**src/rtl/matrix_pkg.sv**
```systemverilog
// Shared definitions for the matrix operation sequencer: opcodes, FSM state
// encoding, header field positions, operand width derivation.
// Purely declarative: no logic, no latency, no flow control.
package matrix_pkg;

    localparam int ELEM_W_DEF = 8;
    localparam int MAX_N_DEF  = 5;
    localparam int ADDR_W_DEF = 8;

    // A full operand is a MAX_N x MAX_N matrix, row-major, [0][0] in the MSBs.
    function automatic int mat_width(input int elem_w, input int max_n);
        return elem_w * max_n * max_n;
    endfunction

    localparam int MAT_W_DEF = mat_width(ELEM_W_DEF, MAX_N_DEF);

    typedef logic [2:0] opcode_t;

    localparam opcode_t OP_ADD     = 3'd0;
    localparam opcode_t OP_SUB     = 3'd1;
    localparam opcode_t OP_MMUL    = 3'd2;
    localparam opcode_t OP_SMUL    = 3'd3;
    localparam opcode_t OP_DET     = 3'd4;
    localparam opcode_t OP_TRANSP  = 3'd5;
    localparam opcode_t OP_NEG     = 3'd6;
    localparam opcode_t OP_ILLEGAL = 3'd7;

    // Header word layout (low bits of the memory word at base+0).
    localparam int HDR_SIZE_LSB = 0;
    localparam int HDR_SIZE_W   = 8;
    localparam int HDR_OP_LSB   = 8;
    localparam int HDR_OP_W     = 3;

    typedef enum logic [2:0] {
        ST_IDLE      = 3'd0,
        ST_FETCH_HDR = 3'd1,
        ST_FETCH_A   = 3'd2,
        ST_FETCH_B   = 3'd3,
        ST_EXEC      = 3'd4,
        ST_WRITE     = 3'd5,
        ST_DONE      = 3'd6
    } state_t;

    function automatic logic is_unary(input opcode_t op);
        return (op == OP_DET) || (op == OP_TRANSP) || (op == OP_NEG);
    endfunction

endpackage

```
**src/rtl/matrix_op_sequencer_if.sv**
```systemverilog
// Memory and ALU bundle between the sequencer (master) and memory/ALU (slave).
// Ports: mem_addr/mem_wren/mem_wdata/mem_rdata, alu_req/op/size/a/b, alu_result/ovf/ack.
// Latency/backpressure are defined by the endpoints; alu_req is held until alu_ack.
interface matrix_op_sequencer_if #(
    parameter int ADDR_W = matrix_pkg::ADDR_W_DEF,
    parameter int MAT_W  = matrix_pkg::MAT_W_DEF
);
    import matrix_pkg::*;

    logic [ADDR_W-1:0] mem_addr;
    logic              mem_wren;
    logic [MAT_W-1:0]  mem_wdata;
    logic [MAT_W-1:0]  mem_rdata;

    logic              alu_req;
    opcode_t           alu_op;
    logic [2:0]        alu_size;
    logic [MAT_W-1:0]  alu_a;
    logic [MAT_W-1:0]  alu_b;
    logic [MAT_W-1:0]  alu_result;
    logic              alu_ovf;
    logic              alu_ack;

    modport master (
        output mem_addr, mem_wren, mem_wdata,
        input  mem_rdata,
        output alu_req, alu_op, alu_size, alu_a, alu_b,
        input  alu_result, alu_ovf, alu_ack
    );

    modport slave (
        input  mem_addr, mem_wren, mem_wdata,
        output mem_rdata,
        input  alu_req, alu_op, alu_size, alu_a, alu_b,
        output alu_result, alu_ovf, alu_ack
    );

endinterface

```
**src/rtl/op_watchdog.sv**
```systemverilog
// ALU watchdog: flags expiry on the LIMIT-th consecutive enabled cycle.
// Ports: clk, rst (sync, active-high), en_i (sequencer in EXEC), expired_o.
// Zero-latency flag (combinational from count); counter clears whenever en_i drops.
// Only built when MATRIX_OP_SEQUENCER_TIMEOUT_EN is defined.
`ifdef MATRIX_OP_SEQUENCER_TIMEOUT_EN
module op_watchdog #(
    parameter int LIMIT = 64
) (
    input  logic clk,
    input  logic rst,
    input  logic en_i,
    output logic expired_o
);
    localparam int CW = $clog2(LIMIT + 1);

    logic [CW-1:0] cnt_q;
    logic [CW-1:0] cnt_d;

    // The sequencer leaves EXEC on expiry, so the count never needs to saturate.
    always_comb begin
        cnt_d = '0;
        if (en_i) begin
            cnt_d = cnt_q + CW'(1);
        end
    end

    always_ff @(posedge clk) begin
        if (rst) begin
            cnt_q <= '0;
        end else begin
            cnt_q <= cnt_d;
        end
    end

    assign expired_o = en_i && (cnt_q == CW'(LIMIT - 1));

endmodule
`endif

```
**src/rtl/matrix_op_sequencer.sv**
```systemverilog
// Matrix coprocessor sequencer: fetch header/A/B, dispatch to ALU, write result, report.
// Ports: clk, rst, start, base_addr, busy/done/overflow/err, state_o, opcode_o, bus (master).
// Latency (READ_LAT=1, ack in first EXEC cycle): binary 9, unary 7, illegal header 3 cycles
// from start edge to done; EXEC stalls until alu_ack. Build option:
// MATRIX_OP_SEQUENCER_TIMEOUT_EN adds a watchdog that aborts EXEC after TIMEOUT_CYC cycles.
module matrix_op_sequencer
    import matrix_pkg::*;
#(
    parameter int ELEM_W      = 8,
    parameter int MAX_N       = 5,
    parameter int ADDR_W      = 8,
    parameter int READ_LAT    = 1,
    parameter int TIMEOUT_CYC = 64
) (
    input  logic                  clk,
    input  logic                  rst,
    input  logic                  start,
    input  logic [ADDR_W-1:0]     base_addr,
    output logic                  busy,
    output logic                  done,
    output logic                  overflow,
    output logic                  err,
    output logic [2:0]            state_o,
    output logic [2:0]            opcode_o,
    matrix_op_sequencer_if.master bus
);
    localparam int MAT_W = mat_width(ELEM_W, MAX_N);
    localparam int CNT_W = $clog2(READ_LAT + 1);

    if (READ_LAT < 1 || TIMEOUT_CYC < 1) begin : g_bad_param
        $error("matrix_op_sequencer: READ_LAT and TIMEOUT_CYC must be >= 1");
    end

    state_t              state_q, state_d;
    logic [CNT_W-1:0]    cnt_q, cnt_d;
    logic [ADDR_W-1:0]   base_q, base_d;
    opcode_t             opcode_q, opcode_d;
    logic [2:0]          size_q, size_d;
    logic [MAT_W-1:0]    a_q, a_d;
    logic [MAT_W-1:0]    b_q, b_d;
    logic [MAT_W-1:0]    res_q, res_d;
    logic                ovf_q, ovf_d;
    logic                err_q, err_d;

    // Header decode straight off the read bus; only consumed in FETCH_HDR.
    logic [HDR_SIZE_W-1:0] hdr_size_code;
    opcode_t               hdr_op;
    logic                  hdr_illegal;
    logic                  fetch_hit;

    assign hdr_size_code = bus.mem_rdata[HDR_SIZE_LSB +: HDR_SIZE_W];
    assign hdr_op        = bus.mem_rdata[HDR_OP_LSB +: HDR_OP_W];
    assign hdr_illegal   = (hdr_op == OP_ILLEGAL) ||
                           (hdr_size_code > HDR_SIZE_W'(MAX_N - 2));
    assign fetch_hit     = (cnt_q == CNT_W'(READ_LAT));

`ifdef MATRIX_OP_SEQUENCER_TIMEOUT_EN
    logic wd_expired;

    op_watchdog #(
        .LIMIT (TIMEOUT_CYC)
    ) u_op_watchdog (
        .clk       (clk),
        .rst       (rst),
        .en_i      (state_q == ST_EXEC),
        .expired_o (wd_expired)
    );
`endif

    always_comb begin
        state_d  = state_q;
        cnt_d    = cnt_q;
        base_d   = base_q;
        opcode_d = opcode_q;
        size_d   = size_q;
        a_d      = a_q;
        b_d      = b_q;
        res_d    = res_q;
        ovf_d    = ovf_q;
        err_d    = err_q;

        unique case (state_q)
            ST_IDLE: begin
                if (start) begin
                    base_d  = base_addr;
                    ovf_d   = 1'b0;
                    err_d   = 1'b0;
                    cnt_d   = '0;
                    state_d = ST_FETCH_HDR;
                end
            end
            ST_FETCH_HDR: begin
                if (fetch_hit) begin
                    cnt_d    = '0;
                    opcode_d = hdr_op;
                    size_d   = 3'(hdr_size_code) + 3'd2;
                    if (hdr_illegal) begin
                        err_d   = 1'b1;
                        state_d = ST_DONE;
                    end else begin
                        state_d = ST_FETCH_A;
                    end
                end else begin
                    cnt_d = cnt_q + CNT_W'(1);
                end
            end
            ST_FETCH_A: begin
                if (fetch_hit) begin
                    cnt_d = '0;
                    a_d   = bus.mem_rdata;
                    if (is_unary(opcode_q)) begin
                        b_d     = '0;
                        state_d = ST_EXEC;
                    end else begin
                        state_d = ST_FETCH_B;
                    end
                end else begin
                    cnt_d = cnt_q + CNT_W'(1);
                end
            end
            ST_FETCH_B: begin
                if (fetch_hit) begin
                    cnt_d   = '0;
                    b_d     = bus.mem_rdata;
                    state_d = ST_EXEC;
                end else begin
                    cnt_d = cnt_q + CNT_W'(1);
                end
            end
            ST_EXEC: begin
                // A same-cycle ack wins over watchdog expiry.
                if (bus.alu_ack) begin
                    res_d   = bus.alu_result;
                    ovf_d   = bus.alu_ovf;
                    state_d = ST_WRITE;
                end
`ifdef MATRIX_OP_SEQUENCER_TIMEOUT_EN
                else if (wd_expired) begin
                    err_d   = 1'b1;
                    state_d = ST_DONE;
                end
`endif
            end
            ST_WRITE: begin
                state_d = ST_DONE;
            end
            ST_DONE: begin
                state_d = ST_IDLE;
            end
            default: begin
                state_d = ST_IDLE;
            end
        endcase
    end

    always_ff @(posedge clk) begin
        if (rst) begin
            state_q  <= ST_IDLE;
            cnt_q    <= '0;
            base_q   <= '0;
            opcode_q <= '0;
            size_q   <= '0;
            a_q      <= '0;
            b_q      <= '0;
            res_q    <= '0;
            ovf_q    <= 1'b0;
            err_q    <= 1'b0;
        end else begin
            state_q  <= state_d;
            cnt_q    <= cnt_d;
            base_q   <= base_d;
            opcode_q <= opcode_d;
            size_q   <= size_d;
            a_q      <= a_d;
            b_q      <= b_d;
            res_q    <= res_d;
            ovf_q    <= ovf_d;
            err_q    <= err_d;
        end
    end

    // Address is held for the whole fetch so the synchronous memory sees it
    // from the first fetch cycle. EXEC/DONE park on base+3 so base+2 is only
    // ever presented while fetching B.
    always_comb begin
        bus.mem_addr = base_q + ADDR_W'(3);
        unique case (state_q)
            ST_IDLE:      bus.mem_addr = base_addr;
            ST_FETCH_HDR: bus.mem_addr = base_q;
            ST_FETCH_A:   bus.mem_addr = base_q + ADDR_W'(1);
            ST_FETCH_B:   bus.mem_addr = base_q + ADDR_W'(2);
            default:      bus.mem_addr = base_q + ADDR_W'(3);
        endcase
    end

    assign bus.mem_wren  = (state_q == ST_WRITE);
    assign bus.mem_wdata = res_q;
    assign bus.alu_req   = (state_q == ST_EXEC);
    assign bus.alu_op    = opcode_q;
    assign bus.alu_size  = size_q;
    assign bus.alu_a     = a_q;
    assign bus.alu_b     = b_q;

    assign busy     = (state_q != ST_IDLE);
    assign done     = (state_q == ST_DONE);
    assign overflow = ovf_q;
    assign err      = err_q;
    assign state_o  = state_q;
    assign opcode_o = opcode_q;

endmodule

```
**src/flat_wrapper.sv**
```systemverilog
// flat-port wrapper written by rule: the top's interface ports become plain ports
module matrix_op_sequencer_flat import matrix_pkg::*;
#(
    parameter int ELEM_W      = 8,
    parameter int MAX_N       = 5,
    parameter int ADDR_W      = 8,
    parameter int READ_LAT    = 1,
    parameter int TIMEOUT_CYC = 64
)
  (clk, rst, start, base_addr, busy, done, overflow, err, state_o, opcode_o, bus_mem_addr, bus_mem_wren, bus_mem_wdata, bus_mem_rdata, bus_alu_req, bus_alu_op, bus_alu_size, bus_alu_a, bus_alu_b, bus_alu_result, bus_alu_ovf, bus_alu_ack);
  matrix_op_sequencer_if #(.ADDR_W(ADDR_W), .MAT_W((ELEM_W * MAX_N * MAX_N))) bus_i ();
  input  logic clk;
  input  logic rst;
  input  logic start;
  input  logic [ADDR_W-1:0] base_addr;
  output logic busy;
  output logic done;
  output logic overflow;
  output logic err;
  output logic [2:0] state_o;
  output logic [2:0] opcode_o;
  output wire logic [$bits(bus_i.mem_addr)-1:0] bus_mem_addr;
  output wire logic [$bits(bus_i.mem_wren)-1:0] bus_mem_wren;
  output wire logic [$bits(bus_i.mem_wdata)-1:0] bus_mem_wdata;
  input wire logic [$bits(bus_i.mem_rdata)-1:0] bus_mem_rdata;
  output wire logic [$bits(bus_i.alu_req)-1:0] bus_alu_req;
  output wire logic [$bits(bus_i.alu_op)-1:0] bus_alu_op;
  output wire logic [$bits(bus_i.alu_size)-1:0] bus_alu_size;
  output wire logic [$bits(bus_i.alu_a)-1:0] bus_alu_a;
  output wire logic [$bits(bus_i.alu_b)-1:0] bus_alu_b;
  input wire logic [$bits(bus_i.alu_result)-1:0] bus_alu_result;
  input wire logic [$bits(bus_i.alu_ovf)-1:0] bus_alu_ovf;
  input wire logic [$bits(bus_i.alu_ack)-1:0] bus_alu_ack;
  assign bus_mem_addr = bus_i.mem_addr;
  assign bus_mem_wren = bus_i.mem_wren;
  assign bus_mem_wdata = bus_i.mem_wdata;
  assign bus_i.mem_rdata = bus_mem_rdata;
  assign bus_alu_req = bus_i.alu_req;
  assign bus_alu_op = bus_i.alu_op;
  assign bus_alu_size = bus_i.alu_size;
  assign bus_alu_a = bus_i.alu_a;
  assign bus_alu_b = bus_i.alu_b;
  assign bus_i.alu_result = bus_alu_result;
  assign bus_i.alu_ovf = bus_alu_ovf;
  assign bus_i.alu_ack = bus_alu_ack;
  matrix_op_sequencer #(.ELEM_W(ELEM_W), .MAX_N(MAX_N), .ADDR_W(ADDR_W), .READ_LAT(READ_LAT), .TIMEOUT_CYC(TIMEOUT_CYC)) u_core (.clk(clk), .rst(rst), .start(start), .base_addr(base_addr), .busy(busy), .done(done), .overflow(overflow), .err(err), .state_o(state_o), .opcode_o(opcode_o), .bus(bus_i));
endmodule
```
**config.mk**
```make
export PLATFORM = sky130hd
export DESIGN_NAME = matrix_op_sequencer_flat
export DESIGN_NICKNAME = d
export VERILOG_FILES = /design/src/rtl/matrix_pkg.sv /design/src/rtl/matrix_op_sequencer_if.sv /design/src/rtl/op_watchdog.sv /design/src/rtl/matrix_op_sequencer.sv /design/src/flat_wrapper.sv
export SDC_FILE = /design/constraint.sdc
export NUM_CORES = 1
export LEC_CHECK = 0
export CORE_AREA = 2 2 402 404
export DETAILED_ROUTE_END_ITERATION = 8
export DIE_AREA = 0 0 404 406
export GPL_TIMING_DRIVEN = 0
export PLACE_DENSITY = 0.42
export SLEW_MARGIN = 20
export SYNTH_ARGS = -nofsm -noshare
export SYNTH_HDL_FRONTEND = slang
export SYNTH_SLANG_ARGS = --single-unit
```
**constraint.sdc**
```tcl
create_clock -name clk -period 5.1 [get_ports clk]
set_input_delay 0.51 -clock clk [delete_from_list [all_inputs] [get_ports clk]]
set_output_delay 0.51 -clock clk [all_outputs]
set_load 0.02 [all_outputs]
```
==> results.json, run 1 <==
{
  "io_pins": 1039,
  "die_area_um2": 164000,
  "p_leak_nw": 12.9,
  "critPathCaptureType": "primary output",
  "critPathMaxStageDelay_ns": 0.76,
  "first_pass_iters": 6,
  "area_growth_pct": 63.5,
  "synth.distinct_cells": 55,
  "die_h_um": 406,
  "grtUsageTotal_pct": 15.6,
  "route.detailed.drc": 0,
  "power_frac_comb_pct": 15.7,
  "dpl.hpwl_mm": 108,
  "p_per_area_nw_per_um2": 320,
  "path_max_fanout": 10,
  "clock_sinks": 620,
  "grt_max_degree": 12,
  "syn_area_per_cell_um2": 9.62,
  "wirelength_mm": 134,
  "die_w_um": 404,
  "switching_share_pct": 28.1,
  "maxCapViolations": 0,
  "power_w": 0.0130,
  "max_freq_mhz": 223,
  "start_kind": "flip-flop",
  "grt_pass1_vias": 22900,
  "syn_area_um2": 24900,
  "yosys_warnings": 0,
  "critPathKind": "reg2out",
  "fillers": 17200,
  "cts_resized": 0,
  "power.share.sequential_pct": 38.9,
  "pwr-share-clk_pct": 45.4,
  "placed_cell_area_um2": 37900,
  "clk_pin_slew_ns": 0.06,
  "final_cells": 5880,
  "status": "finished clean",
  "final_common_cell": "clkdlybuf4s50_1",
  "path_cells": "buf_2, inv_1, clkbuf_1, nand2_1, fa_1, and3_1, xor2_1, nor2_1, a21oi_1, clkdlybuf4s50_1",
  "cts_tree": "yes",
  "viasPerCell": 3.85,
  "setup_viol": 0,
  "power_switching_w": 0.00366,
  "synthArstFlopShare_pct": 0,
  "tightest_slew_ns": 1.01,
  "ctsHoldBuffers": 0,
  "power.internal_w": 0.00935,
  "gpl.final_weighted_congestion": 0.839,
  "htreeDepth": 3,
  "fp-row-count": 147,
  "start_util_pct": 15.6,
  "slowest_stage": "clkdlybuf4s50_1",
  "skew_ns": 0.0292,
  "hold_viol": 0,
  "drt-initial-drc-count": 1078,
  "finalCriticalPeriod_ns": 4.49,
  "final_net_count": 4126,
  "post_drt_wl_per_cell_um": 22.7,
  "rsz0062_at_grt": "no",
  "crit_family": "buffers and inverters",
  "min_path_type": "in2reg",
  "syn_inst": 2587,
  "ys.flop_type": "dfxtp_1",
  "post-cts-setup-buffers": 0,
  "clockBufferDepth": 3,
  "ir_drop_v": 0.000207,
  "overflow": 0,
  "port_buffers": 1037,
  "slew_viol_final": 0,
  "vias": 22600,
  "cts_buffers": 82,
  "worstPathRequired_ns": 4.59,
  "clkLatencyLatePin_ns": 0.68,
  "ant_nets": 0,
  "antenna_found_initial": 42,
  "layout_common_cells": "clkdlybuf4s50_1 (1037), nand2_1 (623), dfxtp_1 (620)",
  "fin_util_pct": 25.5,
  "synth_edf_count": 0,
  "ys_seq_area_share_pct": 49.9,
  "critPathArrivalTime_ns": 3.98,
  "grt_pass1_wl_mm": 181,
  "synthesis.nets": 3003,
  "final_cell_area_um2": 40700,
  "final_layout_size_suffix_gt1_share_pct": 25.9,
  "finalSetupTns_ns": 0,
  "core_area_um2": 160000,
  "fin_crit_sh_pct": 88.1,
  "path_buf_inv": 4,
  "cts.root.buffer_cell": "clkbuf_16",
  "dp_cells": 5712,
  "slew_headroom_pct": 33.0,
  "synth_seq_cells": 620
}
[flip-flops by register name, indices dropped and copies added, names as in the netlist]
| register | flops |
|---|---|
| u_core.bus.alu_a | 200 |
| u_core.overflow | 1 |
| u_core.bus.alu_op | 3 |
| u_core.state_o | 3 |
| u_core.bus.alu_size | 3 |
| u_core.bus.mem_wdata | 200 |
| u_core.err | 1 |
| u_core.bus.alu_b | 200 |
| u_core.base_q | 8 |
| u_core.cnt_q | 1 |
[stage by stage]
step / hold slack, ns / worst slack, ns
floorplan: 0.461 / 2.34
global placement: 0.442 / 1.27
detailed placement: 0.445 / 1.30
CTS: 0.298 / 0.477
global route: 0.345 / 0.387
finish: 0.397 / 0.608
[power groups by stage]
stage	registers [W]	clock network (W)	logic (W)
finish	0.00507	0.00590	0.00204
floorplan	0.00529	0	0.000789
global route	0.00508	0.00628	0.00218
CTS	0.00507	0.00611	0.00208
detailed placement	0.00517	0	0.00207
global placement	0.00517	0	0.00207
[per-layer routing]
metal	GRT usage (%)	vias up	share of wire, %
li1	-	10900	-
met1	17.5	10700	39
met2	26.6	737	49
met3	5.34	194	7.8
met4	6.93	36	3.8
met5	0	-	0.16
[synth_stat cells, types with 6 or more instances]
cell / instances / area share (%)
dfxtp_1: 620 / 50
o21ai_0: 9 / 0.18
a22oi_2: 200 / 10
nand2_2: 200 / 5.0
a21oi_1: 218 / 4.4
a21oi_2: 200 / 7.0
nand3_1: 6 / 0.12
buf_1: 6 / 0.090
nand2_1: 623 / 9.4
nor2_1: 141 / 2.1
buf_4: 16 / 0.48
clkbuf_1: 56 / 0.84
buf_6: 44 / 2.0
buf_12: 33 / 2.7
buf_2: 59 / 1.2
nor2_2: 80 / 2.0
[logic make-up after synthesis]
family / synth area share (%)
AND/OR/NAND/NOR: 19.6
multiplexers: 0.206
buffers and inverters: 7.38
AO/OA/AOI/OAI: 22.5
XOR/XNOR: 0.317
adder cells (fa/ha/maj): 0.181
flip-flops: 49.9
[area by class of cell]
| class | count | area, µm² | share of cell area [%] |
|---|---|---|---|
| Antenna cell | 19 | 47.5 | 0.117 |
| Buffer | 215 | 1820 | 4.48 |
| Clock buffer | 125 | 2440 | 5.99 |
| Clock inverter | 24 | 284 | 0.698 |
| Inverter | 5 | 18.8 | 0.0461 |
| Multi-Input combinational cell | 1747 | 10600 | 26.2 |
| Sequential cell | 620 | 12400 | 30.5 |
| Tap cell | 2086 | 2610 | 6.41 |
| Timing Repair Buffer | 1039 | 10400 | 25.6 |
[worst paths after layout]
check | start | end | slack [ns] | cells after the start
setup / recovery | u_core.state_o[2]$_SDFFE_PP0P_ | bus_mem_addr[4] | 0.61 | 10
setup reg to reg | u_core.state_o[0]$_SDFFE_PP0P_ | u_core.bus.alu_a[183]$_SDFFE_PP0P_ | 3.07 | 6
hold / removal | bus_alu_result[0] | u_core.bus.mem_wdata[0]$_SDFFE_PP0P_ | 0.40 | 3
hold reg to reg | u_core.bus.alu_a[140]$_SDFFE_PP0P_ | u_core.bus.alu_a[140]$_SDFFE_PP0P_ | 0.45 | 2
[worst min-delay path, cell delays in order]
cell	delay, ns
clkdlybuf4s50_1	0.41
nand2_2	0.06
a21oi_2	0.04
No activity file was read; power rests on OpenSTA's default activity.
==> run 2: changes to the inputs <==
--- a/config.mk
+++ b/config.mk
@@ -9,6 +9,7 @@
 export DETAILED_ROUTE_END_ITERATION = 8
 export DIE_AREA = 0 0 404 406
 export GPL_TIMING_DRIVEN = 0
+export MAX_ROUTING_LAYER = met4
 export PLACE_DENSITY = 0.42
 export SLEW_MARGIN = 20
 export SYNTH_ARGS = -nofsm -noshare
==> run 2 against run 1 <==
Net effect: sequential share of layout area is essentially flat; largest power group unchanged; worst setup slack better by 0.014 ns; clock-buffer cell count is the same; critical path depth unchanged; final area barely moved; largest cell class unchanged; global-route usage up 0.45 points; routed wire length grew 0.14%; register-to-register slack hardly changed.
==> results.json, run 2 (synthesis gave the netlist of run 1 again) <==
{
  "max_freq_mhz": 223,
  "die_area_um2": 164000,
  "reg2reg_to": "u_core.bus.alu_a[104]$_SDFFE_PP0P_",
  "post-cts-setup-buffers": 0,
  "hold_viol": 0,
  "critPathArrivalTime_ns": 3.97,
  "final_cell_area_um2": 40700,
  "first_pass_iters": 5,
  "antenna_found_initial": 41,
  "cts_buffers": 82,
  "gpl.final_weighted_congestion": 0.852,
  "htreeDepth": 3,
  "vias": 22700,
  "area.sequential_um2": 12400,
  "skew_ns": 0.0326,
  "ir_drop_v": 0.000206,
  "reg2regPathDepth": 6,
  "area_growth_pct": 63.7,
  "cts_tree": "yes",
  "critPathMaxStageDelay_ns": 0.76,
  "critPathKind": "reg2out",
  "route.detailed.drc": 0,
  "finalSetupTns_ns": 0,
  "endpoint": "bus_mem_addr[4]",
  "path_buf_inv": 4,
  "routed-wl-met3_mm": 9.87,
  "slowest_stage": "clkdlybuf4s50_1",
  "core_area_um2": 160000,
  "final_common_cell": "clkdlybuf4s50_1",
  "grtUsageTotal_pct": 16.1,
  "dp_slack_ns": 1.30,
  "clock_sinks": 620,
  "slew_headroom_pct": 30.5,
  "placed_cell_area_um2": 37900,
  "overflow": 0,
  "min_path_cells": 3,
  "ctsHoldBuffers": 0,
  "port_buffers": 1037,
  "rsz0062_at_grt": "no",
  "path_cells": "buf_2, inv_1, clkbuf_1, nand2_1, fa_1, and3_1, xor2_1, nor2_1, a21oi_1, clkdlybuf4s50_1",
  "worstReg2RegStart": "u_core.state_o[0]$_SDFFE_PP0P_",
  "viasPerCell": 3.86,
  "cp_num_cells": 10,
  "cts_resized": 0,
  "grt_pass1_wl_mm": 181,
  "wirelength_mm": 134,
  "critPathCaptureType": "primary output",
  "maxCapViolations": 0,
  "die_h_um": 406,
  "start_kind": "flip-flop",
  "multiInputGateArea_um2": 10600,
  "cp-startpoint": "u_core.state_o[2]$_SDFFE_PP0P_",
  "clkLatencyLatePin_ns": 0.68,
  "drt-initial-drc-count": 1059,
  "slew_viol_final": 0,
  "final_layout_size_suffix_gt1_share_pct": 25.9,
  "post_drt_wl_per_cell_um": 22.7,
  "io_pins": 1039,
  "power_w": 0.0130,
  "path_max_fanout": 10,
  "clockBufferDepth": 3,
  "die_w_um": 404,
  "grt_max_degree": 12,
  "final_net_count": 4126,
  "clk_pin_slew_ns": 0.07,
  "p_per_area_nw_per_um2": 320,
  "worstPathRequired_ns": 4.59,
  "fp-row-count": 147,
  "ant_nets": 0,
  "finalCriticalPeriod_ns": 4.48,
  "holdWs_ns": 0.387,
  "grt_pass1_vias": 22900,
  "fillers": 17200,
  "cts.root.buffer_cell": "clkbuf_16",
  "rrSetupSlack_ns": 3.08,
  "met1_length_mm": 53.2,
  "tightest_slew_ns": 1.04,
  "top_layer": "met4",
  "start_util_pct": 15.6,
  "layout_common_cells": "clkdlybuf4s50_1 (1037), nand2_1 (623), dfxtp_1 (620)",
  "status": "finished clean",
  "fin_ws_ns": 0.622,
  "p_leak_nw": 12.9,
  "crit_family": "buffers and inverters",
  "fin_crit_sh_pct": 87.8,
  "dpl.hpwl_mm": 108,
  "min_path_type": "in2reg",
  "setup_viol": 0,
  "dr_wl_met2_mm": 66.0
}
run 2: changes by cell type in the layout (fill, tap and decap cells not counted):
| cell | delta |
|---|---|
| diode_2 | +15 |
run 2: final cells by class:
| cell class | instances | share of cell area [%] |
|---|---|---|
| Antenna cell | 34 | 0.209 |
| Buffer | 215 | 4.48 |
| Clock buffer | 125 | 5.98 |
| Clock inverter | 24 | 0.697 |
| Inverter | 5 | 0.0461 |
| Multi-Input combinational cell | 1747 | 26.1 |
| Sequential cell | 620 | 30.5 |
| Tap cell | 2086 | 6.41 |
| Timing Repair Buffer | 1039 | 25.6 |
run 2: stage by stage:
stage               instances  utilization [%]
finish                   5895             25.5
global placement         5710             23.7
detailed placement       5712             23.8
global route             5890             25.5
floorplan                2587                -
CTS                      5861             25.5
run 2: power breakdown:
part           leakage, nW  internal, W  switching [W]
registers             5.00      0.00497      0.0000908
logic                 6.55     0.000876        0.00117
clock network         1.33      0.00350        0.00241
total                 12.9      0.00935        0.00367
run 2: worst min path at each step:
stage / start / endpoint / slack (ns)
floorplan: u_core.base_q[7]$_SDFFE_PP0P_ / u_core.base_q[7]$_SDFFE_PP0P_ / 0.46
global placement: u_core.bus.alu_a[46]$_SDFFE_PP0P_ / u_core.bus.alu_a[46]$_SDFFE_PP0P_ / 0.44
detailed placement: u_core.bus.alu_a[64]$_SDFFE_PP0P_ / u_core.bus.alu_a[64]$_SDFFE_PP0P_ / 0.45
CTS: bus_alu_result[68] / u_core.bus.mem_wdata[68]$_SDFFE_PP0P_ / 0.30
global route: bus_alu_result[88] / u_core.bus.mem_wdata[88]$_SDFFE_PP0P_ / 0.34
finish: bus_alu_result[68] / u_core.bus.mem_wdata[68]$_SDFFE_PP0P_ / 0.39
run 2: worst reg2reg max path, cell delays in order, from the launching register on:
cell	delay [ns]
dfxtp_1	0.40
and2b_1	0.32
nand2_1	0.12
buf_2	0.45
buf_2	0.42
nand2_1	0.10
a21oi_1	0.15
run 2: routing by layer:
layer  global-route usage (%)  vias to the layer above
li1                         -                    10900
met1                     17.7                    10900
met2                     26.7                      758
met3                     5.07                      165
met4                     6.83                        0
met5                        -                        -
==> RTL edit 1: new RTL, settings of run 2 <==
Build with the macro `MATRIX_OP_SEQUENCER_TIMEOUT_EN` defined.
--- a/src/rtl/op_watchdog.sv
+++ b/src/rtl/op_watchdog.sv
@@ -2,6 +2,8 @@
 // Ports: clk, rst (sync, active-high), en_i (sequencer in EXEC), expired_o.
 // Zero-latency flag (combinational from count); counter clears whenever en_i drops.
 // Only built when MATRIX_OP_SEQUENCER_TIMEOUT_EN is defined.
+`define MATRIX_OP_SEQUENCER_TIMEOUT_EN
+
 `ifdef MATRIX_OP_SEQUENCER_TIMEOUT_EN
 module op_watchdog #(
     parameter int LIMIT = 64
Check against the original RTL: same outputs for any inputs over 4 cycles, from zero or initial values and one cycle with rst high; that may be too few to reach the edited logic, so the function may still have changed.
==> RTL edit 1 against run 2 <==
- synthesized area down 13%
- core utilization down 2.1 points
- highest routed layer unchanged
- combinational power up 19%
- power up 3.6%
- sequential cell count up 7
- setup slack worse by 86 ps
- first-iteration DRC count up 13%
- maximum frequency down 1.9%
- sequential power up 3%
- routed wire length down 2.4%
- register-to-register slack worse by 440 ps
- cell area down 8.4%
- die area unchanged
==> RTL edit 1: results <==
set metrics [dict create \
    synth_area_leaders "dfxtp_1, nand2_1, a21oi_1" \
    crit_arrival_ps 4050 \
    dp.cells 5519 \
    syn_area_per_cell_um2 9.02 \
    synth_compound_area_share_pct 19.1 \
    endpoint "bus_mem_addr[6]" \
    netlist.area_leader.share_pct 58.1 \
    place_ws_ps 1130 \
    nFillCells 17591 \
    synth_fa_ha_area_share_pct 0.267 \
    status "completed" \
    grt_pass1_wl_um 176000 \
    synth_nets 2812 \
    clock.fmax_mhz 219 \
    grt_max_degree 13 \
    via_per_inst 3.82 \
    synth_cell_types 56 \
    fin_skew_ps 24.4 \
    wl_per_cell_um 23.0 \
    slowest_delay_ps 980 \
    fin_nets 3933 \
    drive_gt1_share_pct 7.72 \
    placed_area_mm2 0.0346 \
    vdd_ir_drop_max_v 0.000248 \
    wl_met2_um 63900 \
    first_iter_violations 1201 \
    gp_congestion 0.914 \
    wl_met1_um 53400 \
    max_slew.worst_pin.slew_ps 1020 \
    synth-xor-area-share_pct 0.527 \
    dp_hpwl_um 106000 \
]
## RTL edit 1: power by group
group          internal [mW]  total (mW)  switching (mW)  leakage, nW
clock network           3.40        5.86            2.46         1.30
logic                  0.987        2.43            1.44         6.27
registers               5.08        5.20           0.120         5.05
total                   9.47        13.5            4.02         12.6
## RTL edit 1: final cells by class
type	count	area [um^2]	share of cell area, %
inverter	8	30.0	0.0804
multi-input combinational	1565	7820	21.0
timing repair buffer	1038	10400	27.8
tap	2086	2610	6.99
sequential	627	12600	33.6
buffer	195	1200	3.21
antenna	23	57.6	0.154
clock inverter	19	278	0.744
clock buffer	124	2390	6.40
## RTL edit 1: kinds of logic after synthesis
group,after synthesis
buffers and inverters,203
AND/OR/NAND/NOR,888
multiplexers,6
flip-flops,627
XOR/XNOR,13
AO/OA/AOI/OAI,654
adder cells (fa/ha/maj),4
## RTL edit 1: worst min-delay path by stage
stage                                              from                                  endpoint  slack [ps]  cells past startpoint
3_3_place_gp   u_core.u_op_watchdog.cnt_q[0]$_SDFF_PP0_  u_core.u_op_watchdog.cnt_q[0]$_SDFF_PP0_         430                      1
5_1_grt                             bus_alu_result[138]    u_core.bus.mem_wdata[138]$_SDFFE_PP0P_         320                      3
3_5_place_dp   u_core.u_op_watchdog.cnt_q[0]$_SDFF_PP0_  u_core.u_op_watchdog.cnt_q[0]$_SDFF_PP0_         440                      1
4_1_cts                             bus_alu_result[138]    u_core.bus.mem_wdata[138]$_SDFFE_PP0P_         280                      3
2_1_floorplan  u_core.u_op_watchdog.cnt_q[0]$_SDFF_PP0_  u_core.u_op_watchdog.cnt_q[0]$_SDFF_PP0_         420                      1
6_report                             bus_alu_result[47]     u_core.bus.mem_wdata[47]$_SDFFE_PP0P_         370                      3
==> RTL edit 2: new RTL, settings of run 2 <==
Without the edit above. Take the reset off `b_q` and load it in a clocked block of its own.
--- a/src/rtl/matrix_op_sequencer.sv
+++ b/src/rtl/matrix_op_sequencer.sv
@@ -161,7 +161,6 @@
             opcode_q <= '0;
             size_q   <= '0;
             a_q      <= '0;
-            b_q      <= '0;
             res_q    <= '0;
             ovf_q    <= 1'b0;
             err_q    <= 1'b0;
@@ -172,11 +171,14 @@
             opcode_q <= opcode_d;
             size_q   <= size_d;
             a_q      <= a_d;
-            b_q      <= b_d;
             res_q    <= res_d;
             ovf_q    <= ovf_d;
             err_q    <= err_d;
         end
+    end
+
+    always_ff @(posedge clk) begin
+        b_q <= b_d;
     end
 
     // Address is held for the whole fetch so the synchronous memory sees it
Behaviour: same outputs for any inputs over 4 cycles, from zero or initial values and one cycle with rst high; that may be too few to reach the edited logic, so the function may still have changed.
==> RTL edit 2 against run 2 <==
- clock power down 2%
- synthesized area is 8.9% lower
- power up 1.8%
- largest cell class unchanged
- via count down 5.4%
- first-iteration DRC count is 7.6% higher
- combinational power up 8%
- cell area fell by 5.1%
- critical path type unchanged
- sequential cell count did not move
- clock skew decreased by 3.6 ps
- routed wire length fell by 0.42%
- setup slack improved by 140 ps
- largest power group unchanged
- final cell count shrank 3.9%
==> RTL edit 2: results <==
set metrics [dict create \
    status "completed" \
    pg_comb_mw 2.20 \
    wl_met2_um 68100 \
    fin_skew_ps 29.1 \
    post-route-period-util_pct 85.1 \
    wirelength_um 133000 \
    use_met3_pct 4.84 \
    leakagePower_nw 13.6 \
    grt_pass1_vias 21165 \
    place_ws_ps 1390 \
    first_iter_violations 1139 \
    dp_hpwl_um 108000 \
    fin_nets 3913 \
    synth_area_leaders "dfxtp_1, edfxtp_1, nand2_1" \
    grtUsageMet1_pct 17.8 \
    endpoint "bus_mem_addr[5]" \
    dr_wl_met3_um 10000 \
    hp-start "bus_alu_result[20]" \
    reg2reg_slack_ps 2370 \
    slowest_delay_ps 850 \
    wl_met1_um 52400 \
    gp_congestion 0.879 \
    cts_buffers 80 \
    reg2reg_depth 5 \
    slew_headroom_pct 28.2 \
    timing.rr.end "u_core.bus.alu_b[179]$_SDFFCE_PN0P_" \
    antenna_found_initial 46 \
    drive_gt1_share_pct 7.30 \
    p_switching_mw 3.91 \
    track_usage_pct 16.0 \
    seq_power_share_pct 39.9 \
    met2_usage_pct 27.9 \
    yosysSeqAreaShare_pct 63.6 \
    ys_top_cells_by_count "nand2_1, dfxtp_1, a21oi_1" \
]
==> RTL edit 2: cell families after synthesis <==
logic type      synth area share, %
simple gates                   20.5
flops                          63.6
compound gates                 10.0
buf+inv                        4.97
xor+xnor                      0.464
mux                           0.221
fa+ha+maj                     0.199
==> RTL edit 2: metrics by stage <==
| stage | TNS (ps) | cell area (um^2) | hold slack [ps] | std cells | utilization [%] |
|---|---|---|---|---|---|
| after floorplan | -164060 | 22700 | 473 | 2360 | - |
| after global placement | -977390 | 35700 | 441 | 5483 | 22.4 |
| after detailed placement | 0 | 36000 | 446 | 5501 | 22.6 |
| after CTS | 0 | 38600 | 302 | 5649 | 24.2 |
| after global routing | 0 | 38700 | 334 | 5662 | 24.2 |
| final | 0 | 38700 | 375 | 5663 | 24.2 |
==> RTL edit 2: worst min path at each step <==
stage	endpoint	depth (start not counted)
after floorplan	u_core.base_q[7]$_SDFFE_PP0P_	2
after global placement	u_core.bus.alu_a[106]$_SDFFE_PP0P_	2
after detailed placement	u_core.bus.alu_a[15]$_SDFFE_PP0P_	2
after CTS	u_core.bus.mem_wdata[176]$_SDFFE_PP0P_	3
after global routing	u_core.bus.mem_wdata[20]$_SDFFE_PP0P_	3
final	u_core.bus.mem_wdata[20]$_SDFFE_PP0P_	3
==> RTL edit 2: final cells by class <==
cell class              count  area [um^2]
well taps                2086         2610
clock inverters            32          357
repair buffers           1055        10700
diodes                     14         35.0
plain buffers             195         1130
clock buffers             116         2280
inverters                   3         11.3
fillers                 17383       121000
flip-flops and latches    620        14400
multi-input cells        1542         7160
==> RTL edit 2: worst register-to-register path: cells and delay by family (launching register included) <==
kind	cells	cell delay [ps]
AND/OR/NAND/NOR	2	830
flip-flops	1	310
buffers and inverters	3	1460
